[src/rtl/multicycle_control.sv]
// Multi-cycle RV32I control FSM: sequences fetch/decode/execute/memory/writeback
// over a shared-memory, single-ALU datapath; unsupported encodings trap.
module multicycle_control #(
    parameter int ALU_CTRL_W    = 3,
    parameter bit MEM_HANDSHAKE = 1'b1
) (
    input  logic                  clk,
    input  logic                  rst_n,
    input  logic [6:0]            op_code,
    input  logic [2:0]            func3,
    input  logic [6:0]            func7,
    input  logic                  zero,
    input  logic                  mem_ready,
    output logic                  pc_write,
    output logic                  ir_write,
    output logic                  adr_source,
    output logic                  mem_read,
    output logic                  mem_write,
    output logic                  reg_write,
    output logic [2:0]            imm_type,
    output logic [1:0]            alu_src_a,
    output logic [1:0]            alu_src_b,
    output logic [1:0]            result_source,
    output logic [ALU_CTRL_W-1:0] alu_control,
    output logic                  illegal,
    output logic [3:0]            state_o
);

    localparam logic [3:0] S_FETCH    = 4'd0;
    localparam logic [3:0] S_DECODE   = 4'd1;
    localparam logic [3:0] S_MEMADR   = 4'd2;
    localparam logic [3:0] S_MEMREAD  = 4'd3;
    localparam logic [3:0] S_MEMWB    = 4'd4;
    localparam logic [3:0] S_MEMWRITE = 4'd5;
    localparam logic [3:0] S_EXECR    = 4'd6;
    localparam logic [3:0] S_EXECI    = 4'd7;
    localparam logic [3:0] S_ALUWB    = 4'd8;
    localparam logic [3:0] S_BRANCH   = 4'd9;
    localparam logic [3:0] S_JAL      = 4'd10;
    localparam logic [3:0] S_TRAP     = 4'd11;

    localparam logic [6:0] OP_LOAD  = 7'b0000011;
    localparam logic [6:0] OP_STORE = 7'b0100011;
    localparam logic [6:0] OP_R     = 7'b0110011;
    localparam logic [6:0] OP_I     = 7'b0010011;
    localparam logic [6:0] OP_BR    = 7'b1100011;
    localparam logic [6:0] OP_JAL   = 7'b1101111;

    logic [3:0] state, state_nx;
    logic       rdy;
    logic       f3_ok;
    logic       br_ok;
    logic [2:0] alu_dec;
    logic [2:0] alu3;
    logic       pcw, irw, rw, mw;
    logic       unused_func7;

    assign rdy          = MEM_HANDSHAKE ? mem_ready : 1'b1;
    assign unused_func7 = ^{func7[6], func7[4:0]};
    assign f3_ok = (func3 == 3'b000) || (func3 == 3'b010)
                || (func3[2:1] == 2'b11);
    assign br_ok = (func3[2:1] == 2'b00);

    always_comb begin
        alu_dec = 3'b111;
        unique case (func3)
            3'b000: alu_dec = {2'b00, (state == S_EXECR) & func7[5]};
            3'b010: alu_dec = 3'b101;
            3'b110: alu_dec = 3'b011;
            3'b111: alu_dec = 3'b010;
            default: alu_dec = 3'b111;
        endcase
    end

    always_comb begin
        imm_type = 3'b000;
        unique case (op_code)
            OP_STORE: imm_type = 3'b001;
            OP_BR:    imm_type = 3'b010;
            OP_JAL:   imm_type = 3'b011;
            default:  imm_type = 3'b000;
        endcase
    end

    always_comb begin
        state_nx = state;
        case (state)
            S_FETCH:  if (rdy) state_nx = S_DECODE;
            S_DECODE: begin
                unique case (op_code)
                    OP_LOAD, OP_STORE: state_nx = S_MEMADR;
                    OP_R:    state_nx = S_EXECR;
                    OP_I:    state_nx = S_EXECI;
                    OP_BR:   state_nx = S_BRANCH;
                    OP_JAL:  state_nx = S_JAL;
                    default: state_nx = S_TRAP;
                endcase
            end
            S_MEMADR: state_nx = (op_code == OP_STORE) ? S_MEMWRITE
                                                       : S_MEMREAD;
            S_MEMREAD:  if (rdy) state_nx = S_MEMWB;
            S_MEMWRITE: if (rdy) state_nx = S_FETCH;
            S_MEMWB:    state_nx = S_FETCH;
            S_EXECR, S_EXECI: state_nx = f3_ok ? S_ALUWB : S_TRAP;
            S_ALUWB:  state_nx = S_FETCH;
            S_BRANCH: state_nx = br_ok ? S_FETCH : S_TRAP;
            S_JAL:    state_nx = S_ALUWB;
            S_TRAP:   state_nx = S_TRAP;
            default:  state_nx = S_TRAP;
        endcase
    end

    always_ff @(posedge clk or negedge rst_n) begin
        if (!rst_n) state <= S_FETCH;
        else        state <= state_nx;
    end

    always_comb begin
        pcw           = 1'b0;
        irw           = 1'b0;
        rw            = 1'b0;
        mw            = 1'b0;
        adr_source    = 1'b0;
        mem_read      = 1'b0;
        alu_src_a     = 2'b00;
        alu_src_b     = 2'b00;
        result_source = 2'b00;
        alu3          = 3'b000;
        case (state)
            S_FETCH: begin
                mem_read      = 1'b1;
                alu_src_b     = 2'b10;
                result_source = 2'b10;
                pcw           = rdy;
                irw           = rdy;
            end
            S_DECODE: begin
                alu_src_a = 2'b01;
                alu_src_b = 2'b01;
            end
            S_MEMADR: begin
                alu_src_a = 2'b10;
                alu_src_b = 2'b01;
            end
            S_MEMREAD: begin
                adr_source = 1'b1;
                mem_read   = 1'b1;
            end
            S_MEMWRITE: begin
                adr_source = 1'b1;
                mw         = 1'b1;
            end
            S_MEMWB: begin
                result_source = 2'b01;
                rw            = 1'b1;
            end
            S_EXECR: begin
                alu_src_a = 2'b10;
                alu3      = alu_dec;
            end
            S_EXECI: begin
                alu_src_a = 2'b10;
                alu_src_b = 2'b01;
                alu3      = alu_dec;
            end
            S_ALUWB: rw = 1'b1;
            S_BRANCH: begin
                alu_src_a = 2'b10;
                alu3      = 3'b001;
                // Branch target was latched into ALUOut during DECODE
                pcw = (func3 == 3'b000) ? zero
                    : (func3 == 3'b001) ? ~zero : 1'b0;
            end
            S_JAL: begin
                alu_src_a = 2'b01;
                alu_src_b = 2'b10;
                pcw       = 1'b1;
            end
            default: ;
        endcase
    end

    assign pc_write    = pcw & rst_n;
    assign ir_write    = irw & rst_n;
    assign reg_write   = rw & rst_n;
    assign mem_write   = mw & rst_n;
    assign alu_control = ALU_CTRL_W'(alu3);
    assign illegal     = (state == S_TRAP);
    assign state_o     = state;

endmodule

[config.mk]
export PLATFORM = sky130hd
export DESIGN_NAME = multicycle_control
export DESIGN_NICKNAME = d
export VERILOG_FILES = /design/src/rtl/multicycle_control.sv
export SDC_FILE = /design/constraint.sdc
export NUM_CORES = 1
export LEC_CHECK = 0
export ABC_AREA = 1
export CORE_MARGIN = 1
export CORE_UTILIZATION = 36
export CTS_CLUSTER_SIZE = 10
export DETAILED_ROUTE_END_ITERATION = 16
export GPL_TIMING_DRIVEN = 1
export PLACE_DENSITY = 0.84
export SLEW_MARGIN = 30
export SYNTH_ARGS = -nofsm -noshare
export SYNTH_HDL_FRONTEND = slang
export SYNTH_SLANG_ARGS = --single-unit
[constraint.sdc]
create_clock -name clk -period 2.3 [get_ports clk]
set_clock_uncertainty 0.05 [all_clocks]
set_input_delay 0.46 -clock clk [delete_from_list [all_inputs] [get_ports clk]]
set_output_delay 0.46 -clock clk [all_outputs]
set_load 0.02 [all_outputs]
### Yosys cells after proc, flatten, opt, wreduce, memory -nomap -nowiden

Cells that the tools add are included.

* output and inout port bits: 23
* input port bits: 21
* word-level logic and storage cells: 69
* register bits after elaboration: 4

* reduce and logical (&&, ||, !) cells: 15
* mux-type cells: 22
* bitwise gates (word level): 6
* eq/ne operators: 25

Operators with widths (count)
* 4-bit one-hot mux with 9 select lines: 1
* 4-bit one-hot mux with 5 select lines: 1
* 4-bit by 3-bit equality test with 1-bit output, second input constant: 4
* 4-bit equality test, second input constant: 4
* 4-bit two-way mux: 4
* 7-bit by 6-bit equality test with 1-bit output, second input constant: 2
* 7-bit equality test, second input constant: 2
* 2-bit OR reduction: 7
* 2-bit one-hot mux with 2 select lines: 3
* 3-bit one-hot mux with 4 select lines: 1
* 4-bit by 2-bit equality test with 1-bit output, second input constant: 2
* 7-bit by 2-bit equality test with 1-bit output, second input constant: 1
* 7-bit by 5-bit equality test with 1-bit output, second input constant: 1
* 1-bit two-way mux: 7
* 3-bit equality test, second input constant: 2
* 2-bit != test, second input constant: 3
* 2-bit one-hot mux with 3 select lines: 1
* 3-bit one-hot mux with 2 select lines: 1
* 1-bit bitwise AND: 5
* 4-bit by 1-bit equality test with 1-bit output, second input constant: 1
* 4-bit logical NOT: 1
* 4-bit OR reduction: 1
* 3-bit by 1-bit equality test with 1-bit output, second input constant: 1
* 3-bit by 2-bit equality test with 1-bit output, second input constant: 1
* other kinds (10): 11

### Longest topological paths before layout

Gate-level depths: netlist of the first run.

* depth in word-level cells: 5
* gate-level depth with buffers: 10
* depth with buffers taken out: 10

### Worst setup path after synthesis of the first run

OpenSTA, ideal clock, no wires.

* kind: reg2out
* from: register state[2] (netlist: state_o[2])
* to: output port pc_write
* arrival: 1498 ps
* setup slack: 292 ps
* buffers on the path: 0
* cell stages (with the launch flop): 6
* required time: 1790 ps
* cell sequence: dfrtp_1 > nor2_2 > nand2_1 > inv_1 > nand2_1 > a31oi_1

* word-level cells in the longest chain between the ends: 3
* elaborated cells between the ends (all ways): 5
* classes of those cells: 2 x eq/ne; 1 x mux; 1 x bitwise; 1 x reduce/logical

RTL lines
* start, declared: line 49 `logic [3:0] state, state_nx;`
* start signal, assigned: line 115 `else state <= state_nx;`
* 4-bit equality test / 4-bit logical NOT (equally long branches): line 129 `case (state)`
* 1-bit one-hot mux with 3 select lines (*): line 129
* 1-bit bitwise AND (*): line 183 `assign pc_write = pcw & rst_n;`
* end, declared: line 14 `output logic pc_write,`

Every way passes the cells marked *; elsewhere a longest branch is shown, timed or not.

### Final worst setup path of the first run

* from: input port func3[1]
* to: output port alu_control[0]

* word-level cells in the longest chain between the ends: 3
* elaborated cells between the ends (all ways): 6
* classes of those cells: 3 x eq/ne; 2 x mux; 1 x reduce/logical

RTL lines
* start, declared: line 10 `input logic [2:0] func3,`
* 3-bit equality test (tied with other cells): line 66 `unique case (func3)`
* 3-bit one-hot mux with 4 select lines (*): line 66
* 3-bit one-hot mux with 2 select lines (*): line 129
* end, declared: line 24 `output logic [ALU_CTRL_W-1:0] alu_control,`

Marks and branches as above.

==> metrics.txt, run 1 <==
Sw Ratio=25.05%; synthesized flop and latch total=4; Final setup viols=0; final instance area=1124 sq um; register area=101.3 sq um; PwrDens=200.4 nW/um^2; CTS Buffer Depth=2; EDFF count, synth=0; Sw Pwr=0.00005641 W; share of cells above drive strength 1=23.39%; Final period util=98.33%; top cell type's share of synthesized area=16.74%; I/O Buffers=36; fin worst setup slack=0.03841 ns; H-Tree Depth=1; Multi-input gate area=405.4 sq um; n_diodes=0; NumNets Final=194; Synth Flop Type=dfrtp_1; largest net degree at the start of global routing=8; Die Wd=42.76 um; Worst Setup Start Kind=input pin; CTS buffer count=3; Comb pwr share=29.1%; clock power share=39.5%; crit path max fanout=3; Slowest cell on crit path=clkdlybuf4s50_1; crit-path max cell delay=0.45 ns; WP buf/inv=3; Async S/R FF share, synth=100.0%; Critical Path AT=1.75 ns; initial antenna violation count=0; CTS tree=yes; max FFs per register=4; Die Area=1828 sq um; leak pwr=0.6747 nW; Chip Height=42.76 um; VDD IR max=153.3 uV; Avg Synthesized Cell Area=5.246 sq um; post-synth net total=135; FMAX=0.4422 GHz; outcome=finished clean; Syn-to-layout area delta=87.87%; CTS root buf=clkbuf_4; flop-to-flop setup slack=0.86 ns; cts hold-fix bufs=0; WL/cell=11.26 um; first-pass GRT wire length=3.594 mm; clk slew on worst S/H paths=0.04 ns; Slew Limit Fails=0; Synth area leader=dfrtp_1; Worst R2R End=state_o[0]; IO Count=44; unique cell type count in the Yosys netlist=21; CP Class=input pin to output pin; Sequential Power Share=31.4%; grt ovf=0; max-cap violation count=0; clock sinks=4; dpl cells=184; number of global-route vias before repair=920; Vias=926; crit-path cells=clkdlybuf4s50_1 -> buf_4 -> nand2_1 -> o21ai_0 -> a31oi_1 -> clkdlybuf4s15_2; final wirelength=2.105 mm; HPWL reported at the end of detailed placement=1.756 mm; R2R cell count=9; post-CTS setup repair buffer count=0; CORE AREA=1524 sq um; Crit Reg-Reg Startpoint=state_o[0]; clk_lat worst skew=0.24 ns; Final ANT Viol Nets=0; family with the most delay on the worst path=buffers and inverters; DR pass1 iterations=7; row count=14; Pwr Total=0.0002252 W; crit end category=output pin; Final Non-Filler Cells=187; post-synthesis sequential area ratio=16.74%; Filler cells=130; global placer's final weighted congestion=0.8865; # DRC=0; Hold Fails Final Rpt=0; Final min period=2.262 ns; Synth Instances=114; final core utilization=73.73%; most frequent cells after synthesis=nand2_1, nor2_1, inv_1; initial DRC count=16; RSZ-0062 raised after global routing=yes; pre-CTS WS=-0.3624 ns; total track usage=25.72%; Area after DPL=1114 sq um; Initial Utilization=39.24%; yosys warns=0; Vias per Instance=4.952; post-synth design cell area=598.1 sq um; top area cells in the synthesized netlist=dfrtp_1, nand2_1, nor2_1; Critical Path RT=1.79 ns; Cell Int Power=0.0001688 W; Hold WC Path Type=input pin to async pin
[routing by layer]
layer  vias up  global-route usage, %  routed length [um]
met5         -                      0                   0
li1        467                      -                   -
met3         9                  2.553                  84
met2        32                  48.48                1141
met4         0                  12.50                  59
met1       418                  27.86                 819
[worst register-to-register path: stages (launching register included)]
cell,delay (ns)
dfrtp_1,0.44
inv_2,0.09
nor2_2,0.04
buf_4,0.14
nand2_1,0.14
nand3_2,0.09
nand2_2,0.09
nand3_2,0.07
nor2_1,0.11
nor2_1,0.05
[layout make-up]
| cell class | count | share of cell area (%) |
|---|---|---|
| inverters | 24 | 8.018 |
| clock buffers | 3 | 2.004 |
| repair buffers | 55 | 43.10 |
| well taps | 16 | 1.782 |
| flip-flops and latches | 4 | 9.020 |
| multi-input cells | 85 | 36.08 |
[metrics by stage]
stage	hold WS (ns)	setup TNS (ns)
floorplan	0.1144	0
global placement	0.6158	-0.9547
detailed placement	0.6220	-1.364
CTS	0.4907	-0.007986
global route	0.5027	-0.05354
finish	0.4833	0
[layout by cell type (no fill, tap or decap), types with 2 or more instances in the layout]
cell,count
nor2_1,24
nand2_1,24
inv_1,21
clkdlybuf4s50_1,21
buf_4,19
nand3_1,10
dlygate4sd2_1,10
nor2_2,4
o21ai_0,4
nand2_2,4
inv_2,3
clkbuf_4,3
dfrtp_1,3
a21oi_1,2
a31oi_1,2
nand3_2,2
clkbuf_2,2
[worst max path at each step]
stage / startpoint / to / slack, ns / cells after the start
floorplan: state_o[2] / pc_write / 0.29 / 5
detailed placement: func3[2] / alu_control[0] / -0.36 / 5
finish: func3[1] / alu_control[0] / 0.04 / 6
CTS: func3[2] / alu_control[0] / -0.008 / 5
global route: func3[1] / alu_control[0] / -0.05 / 6
global placement: func3[2] / alu_control[0] / -0.27 / 5
[power groups by stage]
stage               registers, W   logic, W  clock network [W]
floorplan              0.0000717  0.0000161                  0
global placement       0.0000717  0.0000616                  0
detailed placement     0.0000717  0.0000647                  0
CTS                    0.0000707  0.0000647          0.0000889
global route           0.0000707  0.0000724          0.0000953
finish                 0.0000707  0.0000655          0.0000890
[timing repair]
item / 4_1_cts / 5_1_grt
pin swaps: 0 / 0
gates resized for setup: 17 / 10
endpoints found under the hold margin: 0 / 0
endpoints found under the setup margin: 14 / 5
[cells by family after synthesis]
logic type                after synthesis  synth area share [%]
AOI/OAI and AO/OA                      12                 11.72
xor gates and xnor gates                1                 1.465
buffers and inverters                  25                 16.32
DFF                                     4                 16.74
other                                   1                0.6270
and+or+nand+nor                        71                 53.14
Power figures use the tool's default switching activity.
==> run 2, diff against run 1 <==
--- a/config.mk
+++ b/config.mk
@@ -7,11 +7,11 @@
 export LEC_CHECK = 0
 export ABC_AREA = 1
 export CORE_MARGIN = 1
-export CORE_UTILIZATION = 36
+export CORE_UTILIZATION = 30
 export CTS_CLUSTER_SIZE = 10
 export DETAILED_ROUTE_END_ITERATION = 16
 export GPL_TIMING_DRIVEN = 1
-export PLACE_DENSITY = 0.84
+export PLACE_DENSITY = 0.75
 export SLEW_MARGIN = 30
 export SYNTH_ARGS = -nofsm -noshare
 export SYNTH_HDL_FRONTEND = slang
==> constraint.sdc (replaced) <==
create_clock -name clk -period 1.9 [get_ports clk]
set_clock_uncertainty 0.05 [all_clocks]
set_input_delay 0.38 -clock clk [delete_from_list [all_inputs] [get_ports clk]]
set_output_delay 0.38 -clock clk [all_outputs]
set_load 0.02 [all_outputs]
==> metrics.txt, run 2 (synthesis results as in run 1) <==
gr busiest metal=met2; share of cells above drive strength 1=52.13% (+29 points); Die Wd=46.65 um (+9.1%); pre-CTS WS=-0.5681 ns (-0.2058 ns); VDD IR max=162.6 uV (+6.1%); Critical Path RT=1.47 ns (-0.32 ns); CORE AREA=1802 sq um (+18%); Chip Height=46.65 um (+9.1%); # DRC=0 (unchanged); Initial Utilization=33.19% (-6.1 points); total track usage=25.66% (-0.067 points); Slew Limit Fails=0 (unchanged); crit end category=output pin; Worst Setup Start Kind=input pin; crit path max fanout=1 (-2); Final ANT Viol Nets=0 (unchanged); H-Tree Depth=1 (unchanged); IO Count=44 (unchanged); CTS root buf=clkbuf_4; number of global-route vias before repair=979 (+6.4%); leak pwr=0.7643 nW (+13%); Hold WC Path Type=input pin to async pin; Vias per Instance=4.939 (-0.26%); register area=102.6 sq um (+1.2%); CP Class=input pin to output pin; RSZ-0062 raised after global routing=yes; Multi-input gate area=484.2 sq um (+19%); Critical Path AT=1.48 ns (-0.27 ns); clk slew on worst S/H paths=0.04 ns (about the same); Vias=1052 (+14%); CTS Buffer Depth=2 (unchanged); clock sinks=4 (unchanged); grt ovf=0 (unchanged); failing checks=negative setup slack; Pwr Total=0.0002773 W (+23%); HPWL reported at the end of detailed placement=2.011 mm (+15%); R2R cell count=10 (+1); most common cell after layout, fill and taps aside=buf_4; crit-path cells=clkdlybuf4s50_1 -> xor2_1 -> nand3_1 -> a31oi_2 -> buf_4; initial antenna violation count=0 (unchanged); Filler cells=161 (+24%); final core utilization=73.13% (-0.60 points); first-pass GRT wire length=3.877 mm (+7.9%); Final setup viols=1 (+1); fin worst setup slack=-0.008871 ns (-0.04728 ns); Final period util=100.5%; met3 Usage GRT=3.529% (+0.98 points); row count=15 (+1); Hold Slack=0.3808 ns (-0.1025 ns); CTS tree=yes; largest net degree at the start of global routing=6 (-2); cts hold-fix bufs=0 (unchanged); final wirelength=2.640 mm (+25%); Die Area=2176 sq um (+19%); outcome=finished, violations left; clk_lat worst skew=0.23 ns (about the same); FMAX=0.5239 GHz; Final min period=1.909 ns; I/O Buffers=36 (unchanged); CTS buffer count=3 (unchanged); initial DRC count=30 (+14); PwrDens=210.5 nW/um^2 (+5.0%); Hold Fails Final Rpt=0 (unchanged); NumNets Final=211 (+8.8%); most frequent cells in the layout=buf_4, nand2_1, nor2_1, inv_2, inv_1; global placer's final weighted congestion=0.8637 (-2.6%); M2 GR Usage=47.50% (-0.98 points); GR Util met1=26.05% (-1.8 points); DR pass1 iterations=4 (-3); Slowest cell on crit path=clkdlybuf4s50_1; crit-path max cell delay=0.49 ns (+0.04 ns); WL/cell=12.39 um (+10%); n_diodes=0 (unchanged); max FFs per register=4 (unchanged); max-cap violation count=0 (unchanged); Syn-to-layout area delta=120.3%
[run 2: changes by cell type in the layout (fill, tap and decap cells not counted), sizes merged]
cell,previous run,this run
clkdlybuf4s15,2,1
dlygate4sd2,10,2
clkbuf,5,9
clkdlybuf4s50,21,10
buf,19,46
dlymetal6s2s,1,7
[run 2: worst paths after layout]
check	start	end	slack, ns
setup / recovery	zero	pc_write	-0.009
hold reg to reg	state_o[1]	state_o[1]	0.72
min in group clk	op_code[2]	state_o[3]	0.64
setup reg to reg	state_o[1]	state_o[0]	0.31
hold / removal	rst_n	state_o[1]	0.38
max in group asynchronous	rst_n	state_o[2]	1.30
[run 2: metrics by stage]
stage / setup TNS (ns) / area (sq um) / instances
6_report: -0.008871 / 1318 / 213
4_1_cts: -0.1300 / 1260 / 212
2_1_floorplan: 0 / 604.3 / 114
3_3_place_gp: -3.432 / 1236 / 207
3_5_place_dp: -4.199 / 1236 / 207
5_1_grt: -0.09369 / 1318 / 213
[run 2: critical path, delay by kind of cell]
family | cells | cell delay (ns)
and+or+nand+nor | 1 | 0.11
AOI/OAI and AO/OA | 1 | 0.14
buffers and inverters | 2 | 0.65
xor gates and xnor gates | 1 | 0.19
[run 2: final cells by class]
type                            instances  area share [%]
Multi-Input combinational cell         85           36.75
Inverter                               24           6.838
Tap cell                               25           2.374
Clock buffer                            3           1.709
Sequential cell                         4           7.787
Timing Repair Buffer                   72           44.54
[run 2: metal layers]
metal | up-vias | part of all wire (%)
met5 | - | 0
met4 | 0 | 2.5
met3 | 8 | 5.3
met2 | 52 | 58
met1 | 491 | 35
li1 | 501 | -
[run 2: report_power, final]
group	total [W]	internal, W	switching, W
logic	0.0000862	0.0000480	0.0000382
clock network	0.000106	0.0000707	0.0000349
registers	0.0000856	0.0000856	0
total	0.000277	0.000204	0.0000731
[run 2: timing repair]
item,CTS,global route
endpoints found under the hold margin,0,0
pin swaps,2,7
buffers inserted,2,1
gates resized for setup,62,53
setup endpoints to repair,18,20
gates cloned,0,0
==> run 3, diff against run 2 <==
--- a/config.mk
+++ b/config.mk
@@ -8,10 +8,12 @@
 export ABC_AREA = 1
 export CORE_MARGIN = 1
 export CORE_UTILIZATION = 30
-export CTS_CLUSTER_SIZE = 10
+export CTS_CLUSTER_SIZE = 20
 export DETAILED_ROUTE_END_ITERATION = 16
 export GPL_TIMING_DRIVEN = 1
+export MAX_ROUTING_LAYER = met4
 export PLACE_DENSITY = 0.75
+export SKIP_LAST_GASP = 1
 export SLEW_MARGIN = 30
 export SYNTH_ARGS = -nofsm -noshare
 export SYNTH_HDL_FRONTEND = slang
==> metrics.txt, run 3 (synthesis results as in run 1) <==
Worst Setup Start Kind=input pin; Sequential Power Share=30.7% (-0.2 points); clk slew on worst S/H paths=0.04 ns (about the same); Slew Limit Fails=0 (unchanged); Final setup viols=2 (+1); PwrDens=217.3 nW/um^2 (+3.3%); fin worst setup slack=-0.04941 ns (-0.04054 ns); Critical Path RT=1.47 ns (about the same); outcome=finished, violations left; Sw Pwr=0.00007414 W (+1.4%); clk_lat worst skew=0.24 ns (about the same); grt ovf=0 (unchanged); Final period util=102.6% (+2.1 points); initial antenna violation count=0 (unchanged); WL/cell=12.04 um (-2.9%); clock power share=38.7% (+0.6 points); Filler cells=170 (+5.6%); Crit Reg-Reg Startpoint=state_o[1]; # DRC=0 (unchanged); CP Class=input pin to output pin; global placer's final weighted congestion=0.8776 (+1.6%); largest net degree at the start of global routing=6 (unchanged); DR top layer=met4; Initial Utilization=33.19% (unchanged); max-cap violation count=0 (unchanged); NumNets Final=211 (unchanged); DR pass1 iterations=4 (unchanged); Pwr Total=0.0002787 W (+0.51%); initial DRC count=23 (-23%); Final min period=1.949 ns (+0.04054 ns); failing checks=negative setup slack; Critical Path AT=1.52 ns (+0.04 ns); number of global-route vias before repair=967 (-1.2%); Hold Fails Final Rpt=0 (unchanged); WL met1=906 um (-0.55%); leak pwr=0.7529 nW (-1.5%); CP Launch Point=func3[2]; Chip Height=46.65 um (unchanged); VDD IR max=168.0 uV (+3.3%); CORE AREA=1802 sq um (unchanged); max FFs per register=4 (unchanged); CTS root buf=clkbuf_4; I/O Buffers=36 (unchanged); IO Count=44 (unchanged); dpl cells=207 (unchanged); HPWL reported at the end of detailed placement=2.011 mm (unchanged); clock sinks=4 (unchanged); share of cells above drive strength 1=45.74% (-6.4 points); Vias per Instance=4.869 (-1.4%); Syn-to-layout area delta=114.4%; pre-CTS WS=-0.5681 ns (unchanged); final wirelength=2.564 mm (-2.9%); FMAX=0.5130 GHz (-2.1%); Die Area=2176 sq um (unchanged); Die Wd=46.65 um (unchanged); DR WL met3=111 um (-20%); most frequent cells in the layout=buf_4, nand2_1, nor2_1, inv_1, clkdlybuf4s50_1; row count=15 (unchanged); CTS buffer count=3 (unchanged); RSZ-0062 raised after global routing=yes; Final Non-Filler Cells=213 (unchanged); Cell Int Power=0.0002046 W (+0.17%); Hold WC Path Type=input pin to async pin; crit end category=output pin; n_diodes=0 (unchanged); Comb pwr share=30.6% (-0.5 points); Sw Ratio=26.60% (+0.24 points); total track usage=26.64% (+0.98 points); DR WL met2=1.483 mm (-2.8%); Vias=1037 (-1.4%); CTS tree=yes; Final ANT Viol Nets=0 (unchanged); H-Tree Depth=1 (unchanged); first-pass GRT wire length=3.933 mm (+1.4%); CTS Buffer Depth=2 (unchanged); most common cell after layout, fill and taps aside=buf_4; crit path max fanout=4 (+3)
==> run 3: cell count changes in the layout (fill, tap and decap cells not counted), sizes merged <==
cell,before,now
clkdlybuf4s50,10,12
dlymetal6s2s,7,5
clkdlybuf4s15,1,2
clkbuf,9,8
==> run 3: final timing paths <==
check                                 end  slack [ns]  cells after the start
setup / recovery           alu_control[0]       -0.05                      6
hold / removal                 state_o[1]        0.38                      2
hold reg to reg                state_o[1]        0.67                      3
setup reg to reg               state_o[0]        0.35                     10
max in group asynchronous      state_o[2]        1.31                      2
min in group clk               state_o[3]        0.64                      6
==> run 3: critical path, cell delays in order <==
cell             delay (ns)
clkdlybuf4s50_1        0.51
buf_4                  0.15
nand2_1                0.07
o21ai_1                0.13
a31oi_1                0.11
buf_4                  0.16
==> run 3: repair_timing <==
| item | 4_1_cts | 5_1_grt |
|---|---|---|
| gates resized for setup | 56 | 41 |
| endpoints found under the setup margin | 18 | 18 |
| setup buffers | 2 | 1 |
| pin swaps | 2 | 2 |
| hold buffers | 0 | 0 |
==> run 3: layer usage <==
metal  track usage [%]  vias up
li1                  -      502
met1             26.98      477
met2             49.17       50
met3             3.529        8
met4             13.14        0
met5                 -        -
==> run 3: power groups by stage <==
| stage | Clock [W] | Combinational [W] | Sequential, W |
|---|---|---|---|
| floorplan | 0 | 0.0000197 | 0.0000868 |
| global route | 0.000121 | 0.0000926 | 0.0000855 |
| CTS | 0.000105 | 0.0000801 | 0.0000857 |
| global placement | 0 | 0.0000757 | 0.0000867 |
| detailed placement | 0 | 0.0000790 | 0.0000867 |
| finish | 0.000108 | 0.0000853 | 0.0000856 |
==> run 3: through the flow <==
step	hold WS (ns)	utilization (%)	area, sq um	TNS, ns
finish	0.3764	71.18	1282	-0.05910
global route	0.3793	71.18	1282	-0.2739
CTS	0.3806	69.44	1251	-0.4290
detailed placement	0.6270	68.61	1236	-4.199
global placement	0.6243	68.61	1236	-3.432
floorplan	0.03441	-	604.3	0
==> run 3: cell type report <==
type                            instances  area (sq um)  area share, %
Inverter                               24         90.09          7.024
Multi-Input combinational cell         85         452.9          35.32
Timing Repair Buffer                   72         583.1          45.46
Clock buffer                            3         22.52          1.756
Sequential cell                         4         102.6          8.000
Tap cell                               25         31.28          2.439
